## src/rtl/vram_write_scheduler_pkg.sv

```systemverilog
// Shared definitions for the VRAM write scheduler: FSM states, geometry defaults,
// bus widths and the write payload type.
package vram_write_scheduler_pkg;

    localparam int unsigned CELL_SIZE_DEFAULT    = 64;
    localparam int unsigned BORDER_DEFAULT       = 2;
    localparam int unsigned STARVE_LIMIT_DEFAULT = 4;

    localparam int unsigned ADDR_W  = 16;
    localparam int unsigned COORD_W = 8;
    localparam int unsigned COLOR_W = 3;
    localparam int unsigned CELL_W  = 4;

    localparam logic [COLOR_W-1:0] COLOR_BLACK = 3'b000;

    typedef enum logic {
        IDLE = 1'b0,
        FILL = 1'b1
    } fill_state_t;

    typedef struct packed {
        logic [ADDR_W-1:0]  address;
        logic [COLOR_W-1:0] color;
    } pixel_write_t;

endpackage

```

## src/rtl/vram_write_scheduler_if.sv

```systemverilog
// CPU write port, cell-fill request port and VRAM write port of the scheduler.
interface vram_write_scheduler_if;
    import vram_write_scheduler_pkg::*;

    logic                iCpuReq;
    logic [ADDR_W-1:0]   iCpuAddr;
    logic [COLOR_W-1:0]  iCpuColor;
    logic                oCpuGrant;

    logic                iFillStart;
    logic [CELL_W-1:0]   iFillCell;
    logic [COLOR_W-1:0]  iFillColor;
    logic                oFillBusy;
    logic                oFillDone;

    logic                oWriteEnable;
    logic [ADDR_W-1:0]   oWriteAddress;
    logic [COLOR_W-1:0]  oDataIn;

    modport master (
        output iCpuReq, iCpuAddr, iCpuColor,
        output iFillStart, iFillCell, iFillColor,
        input  oCpuGrant, oFillBusy, oFillDone,
        input  oWriteEnable, oWriteAddress, oDataIn
    );

    modport slave (
        input  iCpuReq, iCpuAddr, iCpuColor,
        input  iFillStart, iFillCell, iFillColor,
        output oCpuGrant, oFillBusy, oFillDone,
        output oWriteEnable, oWriteAddress, oDataIn
    );

endinterface

```

## src/rtl/vram_write_scheduler_cell_pixel_counter.sv

```systemverilog
// Raster X/Y walker over one CELL_SIZE x CELL_SIZE cell; X runs fastest.
module cell_pixel_counter #(
    parameter  int unsigned CELL_SIZE = 64,
    localparam int unsigned CW        = $clog2(CELL_SIZE)
) (
    input  logic          Clock,
    input  logic          Reset,
    input  logic          iClear,
    input  logic          iEnable,
    output logic [CW-1:0] oX,
    output logic [CW-1:0] oY,
    output logic          oLastPixel_c
);

    localparam logic [CW-1:0] LAST = CW'(CELL_SIZE - 1);

    assign oLastPixel_c = (oX == LAST) && (oY == LAST);

    // Y wraps to zero on its own after the last pixel since CELL_SIZE is a power of two
    always_ff @(posedge Clock) begin
        if (!Reset) begin
            oX <= '0;
            oY <= '0;
        end else if (iClear) begin
            oX <= '0;
            oY <= '0;
        end else if (iEnable) begin
            if (oX == LAST) begin
                oX <= '0;
                oY <= oY + CW'(1);
            end else begin
                oX <= oX + CW'(1);
            end
        end
    end

endmodule

```

## src/rtl/vram_write_scheduler.sv

```systemverilog
// Single-port VRAM write arbiter: CPU pixel writes take priority, a cell repaint
// uses the free slots and is guaranteed one slot after STARVE_LIMIT CPU grants.
module vram_write_scheduler
    import vram_write_scheduler_pkg::*;
#(
    parameter int unsigned CELL_SIZE    = CELL_SIZE_DEFAULT,
    parameter int unsigned BORDER       = BORDER_DEFAULT,
    parameter int unsigned STARVE_LIMIT = STARVE_LIMIT_DEFAULT
) (
    input logic                   Clock,
    input logic                   Reset,
    vram_write_scheduler_if.slave bus
);

    localparam int unsigned CW = $clog2(CELL_SIZE);
    localparam int unsigned SW = (STARVE_LIMIT > 0) ? $clog2(STARVE_LIMIT + 1) : 1;

    localparam logic [CW-1:0]      BORDER_LO  = CW'(BORDER);
    localparam logic [CW-1:0]      BORDER_HI  = CW'(CELL_SIZE - BORDER);
    localparam logic [SW-1:0]      STARVE_MAX = SW'(STARVE_LIMIT);
    localparam logic [COORD_W-1:0] CELL_PITCH = COORD_W'(CELL_SIZE);

    fill_state_t         state;
    fill_state_t         stateNext;
    logic [SW-1:0]       starveCount;
    logic [CELL_W-1:0]   fillCell;
    logic [COLOR_W-1:0]  fillColor;
    logic [CW-1:0]       pixelX;
    logic [CW-1:0]       pixelY;
    logic                lastPixel;
    logic                cpuGrant;
    logic                fillSlot;
    logic                fillAccept;
    logic [COORD_W-1:0]  fillColumn;
    logic [COORD_W-1:0]  fillRow;
    logic                onBorder;
    pixel_write_t        slotWrite;

    cell_pixel_counter #(
        .CELL_SIZE (CELL_SIZE)
    ) u_pixel_counter (
        .Clock        (Clock),
        .Reset        (Reset),
        .iClear       (fillAccept),
        .iEnable      (fillSlot),
        .oX           (pixelX),
        .oY           (pixelY),
        .oLastPixel_c (lastPixel)
    );

    // Slot arbitration and next state
    always_comb begin
        stateNext  = state;
        cpuGrant   = 1'b0;
        fillSlot   = 1'b0;
        fillAccept = 1'b0;
        if (Reset) begin
            cpuGrant = bus.iCpuReq && !((state == FILL) && (starveCount == STARVE_MAX));
            fillSlot = (state == FILL) && !cpuGrant;
        end
        case (state)
            IDLE: begin
                if (bus.iFillStart) begin
                    fillAccept = 1'b1;
                    stateNext  = FILL;
                end
            end
            FILL: begin
                if (fillSlot && lastPixel) begin
                    stateNext = IDLE;
                end
            end
            default: stateNext = IDLE;
        endcase
    end

    // Pixel chosen for this slot: the CPU write if granted, else the current fill pixel
    always_comb begin
        fillColumn = COORD_W'(fillCell[1:0]) * CELL_PITCH + COORD_W'(pixelX);
        fillRow    = COORD_W'(fillCell[3:2]) * CELL_PITCH + COORD_W'(pixelY);
        onBorder   = (pixelX < BORDER_LO) || (pixelX >= BORDER_HI) ||
                     (pixelY < BORDER_LO) || (pixelY >= BORDER_HI);
        slotWrite.address = {fillColumn, fillRow};
        slotWrite.color   = onBorder ? COLOR_BLACK : fillColor;
        if (cpuGrant) begin
            slotWrite.address = bus.iCpuAddr;
            slotWrite.color   = bus.iCpuColor;
        end
    end

    assign bus.oCpuGrant = cpuGrant;

    always_ff @(posedge Clock) begin
        if (!Reset) begin
            state <= IDLE;
        end else begin
            state <= stateNext;
        end
    end

    always_ff @(posedge Clock) begin
        if (!Reset) begin
            starveCount       <= '0;
            fillCell          <= '0;
            fillColor         <= '0;
            bus.oWriteEnable  <= 1'b0;
            bus.oWriteAddress <= '0;
            bus.oDataIn       <= '0;
            bus.oFillBusy     <= 1'b0;
            bus.oFillDone     <= 1'b0;
        end else begin
            if (fillAccept) begin
                fillCell    <= bus.iFillCell;
                fillColor   <= bus.iFillColor;
                starveCount <= '0;
            end else if (fillSlot) begin
                starveCount <= '0;
            end else if ((state == FILL) && cpuGrant) begin
                starveCount <= starveCount + SW'(1);
            end

            // Address and data hold their last value on idle cycles
            bus.oWriteEnable <= cpuGrant || fillSlot;
            if (cpuGrant || fillSlot) begin
                bus.oWriteAddress <= slotWrite.address;
                bus.oDataIn       <= slotWrite.color;
            end

            bus.oFillBusy <= (stateNext == FILL);
            bus.oFillDone <= fillSlot && lastPixel;
        end
    end

endmodule

```

## src/flat_wrapper.sv

```systemverilog
// flat-port wrapper written by rule: the top's interface ports become plain ports
module vram_write_scheduler_flat import vram_write_scheduler_pkg::*;
#(
    parameter int unsigned CELL_SIZE    = CELL_SIZE_DEFAULT,
    parameter int unsigned BORDER       = BORDER_DEFAULT,
    parameter int unsigned STARVE_LIMIT = STARVE_LIMIT_DEFAULT
)
  (Clock, Reset, bus_iCpuReq, bus_iCpuAddr, bus_iCpuColor, bus_iFillStart, bus_iFillCell, bus_iFillColor, bus_oCpuGrant, bus_oFillBusy, bus_oFillDone, bus_oWriteEnable, bus_oWriteAddress, bus_oDataIn);
  vram_write_scheduler_if bus_i ();
  input logic Clock;
  input logic Reset;
  input wire logic [$bits(bus_i.iCpuReq)-1:0] bus_iCpuReq;
  input wire logic [$bits(bus_i.iCpuAddr)-1:0] bus_iCpuAddr;
  input wire logic [$bits(bus_i.iCpuColor)-1:0] bus_iCpuColor;
  input wire logic [$bits(bus_i.iFillStart)-1:0] bus_iFillStart;
  input wire logic [$bits(bus_i.iFillCell)-1:0] bus_iFillCell;
  input wire logic [$bits(bus_i.iFillColor)-1:0] bus_iFillColor;
  output wire logic [$bits(bus_i.oCpuGrant)-1:0] bus_oCpuGrant;
  output wire logic [$bits(bus_i.oFillBusy)-1:0] bus_oFillBusy;
  output wire logic [$bits(bus_i.oFillDone)-1:0] bus_oFillDone;
  output wire logic [$bits(bus_i.oWriteEnable)-1:0] bus_oWriteEnable;
  output wire logic [$bits(bus_i.oWriteAddress)-1:0] bus_oWriteAddress;
  output wire logic [$bits(bus_i.oDataIn)-1:0] bus_oDataIn;
  assign bus_i.iCpuReq = bus_iCpuReq;
  assign bus_i.iCpuAddr = bus_iCpuAddr;
  assign bus_i.iCpuColor = bus_iCpuColor;
  assign bus_i.iFillStart = bus_iFillStart;
  assign bus_i.iFillCell = bus_iFillCell;
  assign bus_i.iFillColor = bus_iFillColor;
  assign bus_oCpuGrant = bus_i.oCpuGrant;
  assign bus_oFillBusy = bus_i.oFillBusy;
  assign bus_oFillDone = bus_i.oFillDone;
  assign bus_oWriteEnable = bus_i.oWriteEnable;
  assign bus_oWriteAddress = bus_i.oWriteAddress;
  assign bus_oDataIn = bus_i.oDataIn;
  vram_write_scheduler #(.CELL_SIZE(CELL_SIZE), .BORDER(BORDER), .STARVE_LIMIT(STARVE_LIMIT)) u_core (.Clock(Clock), .Reset(Reset), .bus(bus_i));
endmodule
```

## config.mk

```make
export PLATFORM = sky130hd
export DESIGN_NAME = vram_write_scheduler_flat
export DESIGN_NICKNAME = d
export VERILOG_FILES = /design/src/rtl/vram_write_scheduler_pkg.sv /design/src/rtl/vram_write_scheduler_if.sv /design/src/rtl/vram_write_scheduler_cell_pixel_counter.sv /design/src/rtl/vram_write_scheduler.sv /design/src/flat_wrapper.sv
export SDC_FILE = /design/constraint.sdc
export NUM_CORES = 1
export LEC_CHECK = 0
export BUFFER_PORTS_ARGS = -buffer_cell sky130_fd_sc_hd__buf_2
export CAP_MARGIN = 20
export CORE_UTILIZATION = 30
export CTS_CLUSTER_DIAMETER = 50
export CTS_CLUSTER_SIZE = 12
export DETAILED_ROUTE_END_ITERATION = 8
export GPL_ROUTABILITY_DRIVEN = 0
export PLACE_DENSITY = 0.54
export SYNTH_ARGS = -nofsm -noshare
export SYNTH_HDL_FRONTEND = slang
export SYNTH_HIERARCHICAL = 1
export SYNTH_SLANG_ARGS = --single-unit
```

## constraint.sdc

```tcl
create_clock -name Clock -period 2.1 [get_ports Clock]
set_clock_uncertainty 0.05 [all_clocks]
set_input_delay 0.42 -clock Clock [delete_from_list [all_inputs] [get_ports Clock]]
set_output_delay 0.42 -clock Clock [all_outputs]
set_load 0.01 [all_outputs]
```

==> impl_metrics.ini <==
[status]
outcome = finished clean

[cells_and_area]
fin_area_sq_um = 2460
antennaDiodeCount = 0
drive_gt1_share_pct = 26.8
stdcell_count = 346
post-route-util_pct = 38.4
area_growth_pct = 22.6
nNetsFinal = 302
sequential_cell_area_sq_um = 881
nFillCells = 663
multi_input_area_sq_um = 1020

[worst_setup_path]
crit_top_cell = nand2_2
cp.arrival_ns = 2.07
cp_cell_sequence = inv_1, ha_1, nand2_2, a21o_1, inv_2, nand2_2, or4_1, a21oi_1
cp_max_fo = 12
slowest_stage = or4_1
setup.worst_path.start_class = register
critPathBufInv = 2
path_class = reg2reg
critPathTopFamily = simple AND/OR/NAND/NOR gates
cpPeakStageDelay_ns = 0.51
crit_required_ns = 2.27
end_kind = register

[synthesis]
synth_edf_count = 0
synth_largest_area_cell = dfxtp_1
synth-warning-count = 6
ys_ff_latch = 44
ys.flop_type = dfxtp_1
async_flop_share_pct = 0
ys_seq_area_share_pct = 43.8
synth_cell_types = 37
ys_top_cells_by_area = dfxtp_1, mux2i_1, a21oi_1
netlist_area_sq_um = 2010
syn_avg_cell_area_sq_um = 9.35
syn-num-nets = 249
synth_cells = 215
synth_top_area_share_pct = 43.8

[floorplanning]
start_util_pct = 31.3
die_area_sq_um = 7030
dieWidth_um = 83.8
io_pins = 53
die_h_um = 83.8
fp-row-count = 29
core_sq_um = 6420

[cts]
cts_sinks = 44
ctsResizeCount = 0
postCtsSetupBuffers = 0
cts_tree = yes
cts_buffer_depth = 2
clockRootBuffer = clkbuf_8
htreeDepth = 2
cts_hold_buf = 0
clk_latency_ns = 0.30
path_clk_slew_ns = 0.08
cts_made_buffers = 5

[timing]
period_share_pct = 90.3
fin_crit_ns = 1.90
worst_pin_slew_ns = 0.445
setup_tns_ns = 0
max_slew_margin_pct = 70.0
rsz0062_at_grt = no
finalSetupViolCount = 0
hold_viol = 0
setup_ws_ns = 0.204
whs_ns = 0.303
fmax_mhz = 528
slew_viol_final = 0

[routing]
wl_per_cell_um = 13.3
post-route-drc-count = 0
drt_pass1_iterations = 4
postRouteAntennaNets = 0
num_vias = 1684
drt-total-wl_um = 4610
vias_per_cell = 4.87
drtIter0Drc = 58

[global_routing]
grt_pass1_wl_um = 7670
grt_pass1_vias = 1598
grt_use_total_pct = 13.7
grt_max_degree = 33
gr-total-overflow = 0
antenna_found_initial = 0

[power_and_ir_drop]
power.total_mw = 1.78
power_density_nw_per_um2 = 724
p_leak_nw = 1.03
vdd_drop_max_uv = 273

[worst_hold_path]
hp-class = in2reg

[placed_design]
post-place-ws_ns = 0.242
dpl_cell_area_sq_um = 2340
dp_hpwl_um = 3300
dp.cells = 338
port_buffers = 52

[job]
drv_cap = 0
==> placed cells by master (no fill, tap or decap), types with 2 or more instances in the layout <==
cell type	count
ha_1	4
nand2_2	2
or4_1	5
nand4_1	5
inv_1	7
o21ai_0	20
nor2_1	7
xor2_1	4
or3_1	2
a22o_1	4
nor3_1	3
buf_4	7
mux2i_1	27
a21oi_1	22
o31ai_1	3
and2_1	2
dfxtp_1	44
buf_2	52
nand3_1	6
o21a_1	2
nand2_1	8
nand2b_1	3
clkbuf_8	7
and3_1	2
nor2b_1	10
==> power breakdown <==
group | switching, mW | internal [mW]
Sequential | 0.0196 | 0.869
Combinational | 0.0961 | 0.0870
Clock | 0.292 | 0.420
==> registers in the layout, summed over array words and instances (netlist names) <==
register,cells
u_core/bus.oDataIn,3
u_core/bus.oFillBusy,1
u_core/fillCell,4
u_core/bus.oWriteAddress,16
u_core/starveCount,3
u_core/u_pixel_counter/oY,6
u_core/bus.oFillDone,1
u_core/fillColor,3
u_core/bus.oWriteEnable,1
u_core/u_pixel_counter/oX,6
==> worst paths after layout <==
kind | start | end | slack, ns | cells past startpoint
hold reg to reg | u_core/starveCount[1] | u_core/starveCount[1] | 0.43 | 2
setup / recovery | u_core/starveCount[0] | u_core/u_pixel_counter/oY[3] | 0.20 | 8
setup reg to reg | u_core/starveCount[0] | u_core/u_pixel_counter/oY[3] | 0.20 | 8
hold / removal | bus_iCpuColor[2] | u_core/bus.oDataIn[2] | 0.30 | 2
==> cell type report <==
class | instances | area share (%)
multi-input combinational | 150 | 41.3
inverter | 8 | 1.22
clock buffer | 7 | 3.91
sequential | 44 | 35.8
timing repair buffer | 59 | 12.7
clock inverter | 1 | 1.22
tap | 77 | 3.91
==> per-layer routing <==
layer / wire, um / GRT usage [%] / share of wire (%) / vias to the layer above
met2: 2160 / 21.6 / 47 / 32
met5: 0 / 0 / 0 / -
met4: 70 / 6.11 / 1.5 / 0
li1: - / - / - / 881
met3: 150 / 2.57 / 3.3 / 7
met1: 2220 / 18.1 / 48 / 764
==> logic make-up (layout without fill, tap and decap cells) <==
| kind of cell | count (synthesis) | after routing | share of synthesized area [%] |
|---|---|---|---|
| fa+ha+maj | 4 | 4 | 2.49 |
| simple gates | 59 | 59 | 16.9 |
| mux | 27 | 27 | 13.4 |
| flops | 44 | 44 | 43.8 |
| xor+xnor | 5 | 5 | 2.18 |
| buf+inv | 21 | 75 | 5.54 |
| compound gates | 55 | 55 | 15.6 |
==> synthesized netlist by cell type (3+ instances only) <==
cell and instances:
nand4_1 5, nand3_1 6, nand2b_1 3, a21oi_1 22, dfxtp_1 44, nor3_1 3
mux2i_1 27, nand2_1 8, o21ai_0 20, nor2_1 7, xor2_1 4, ha_1 4
inv_1 7, nor2b_1 10, or4_1 5, o31ai_1 3, a22o_1 4, clkbuf_1 7
Power figures use the tool's default switching activity.
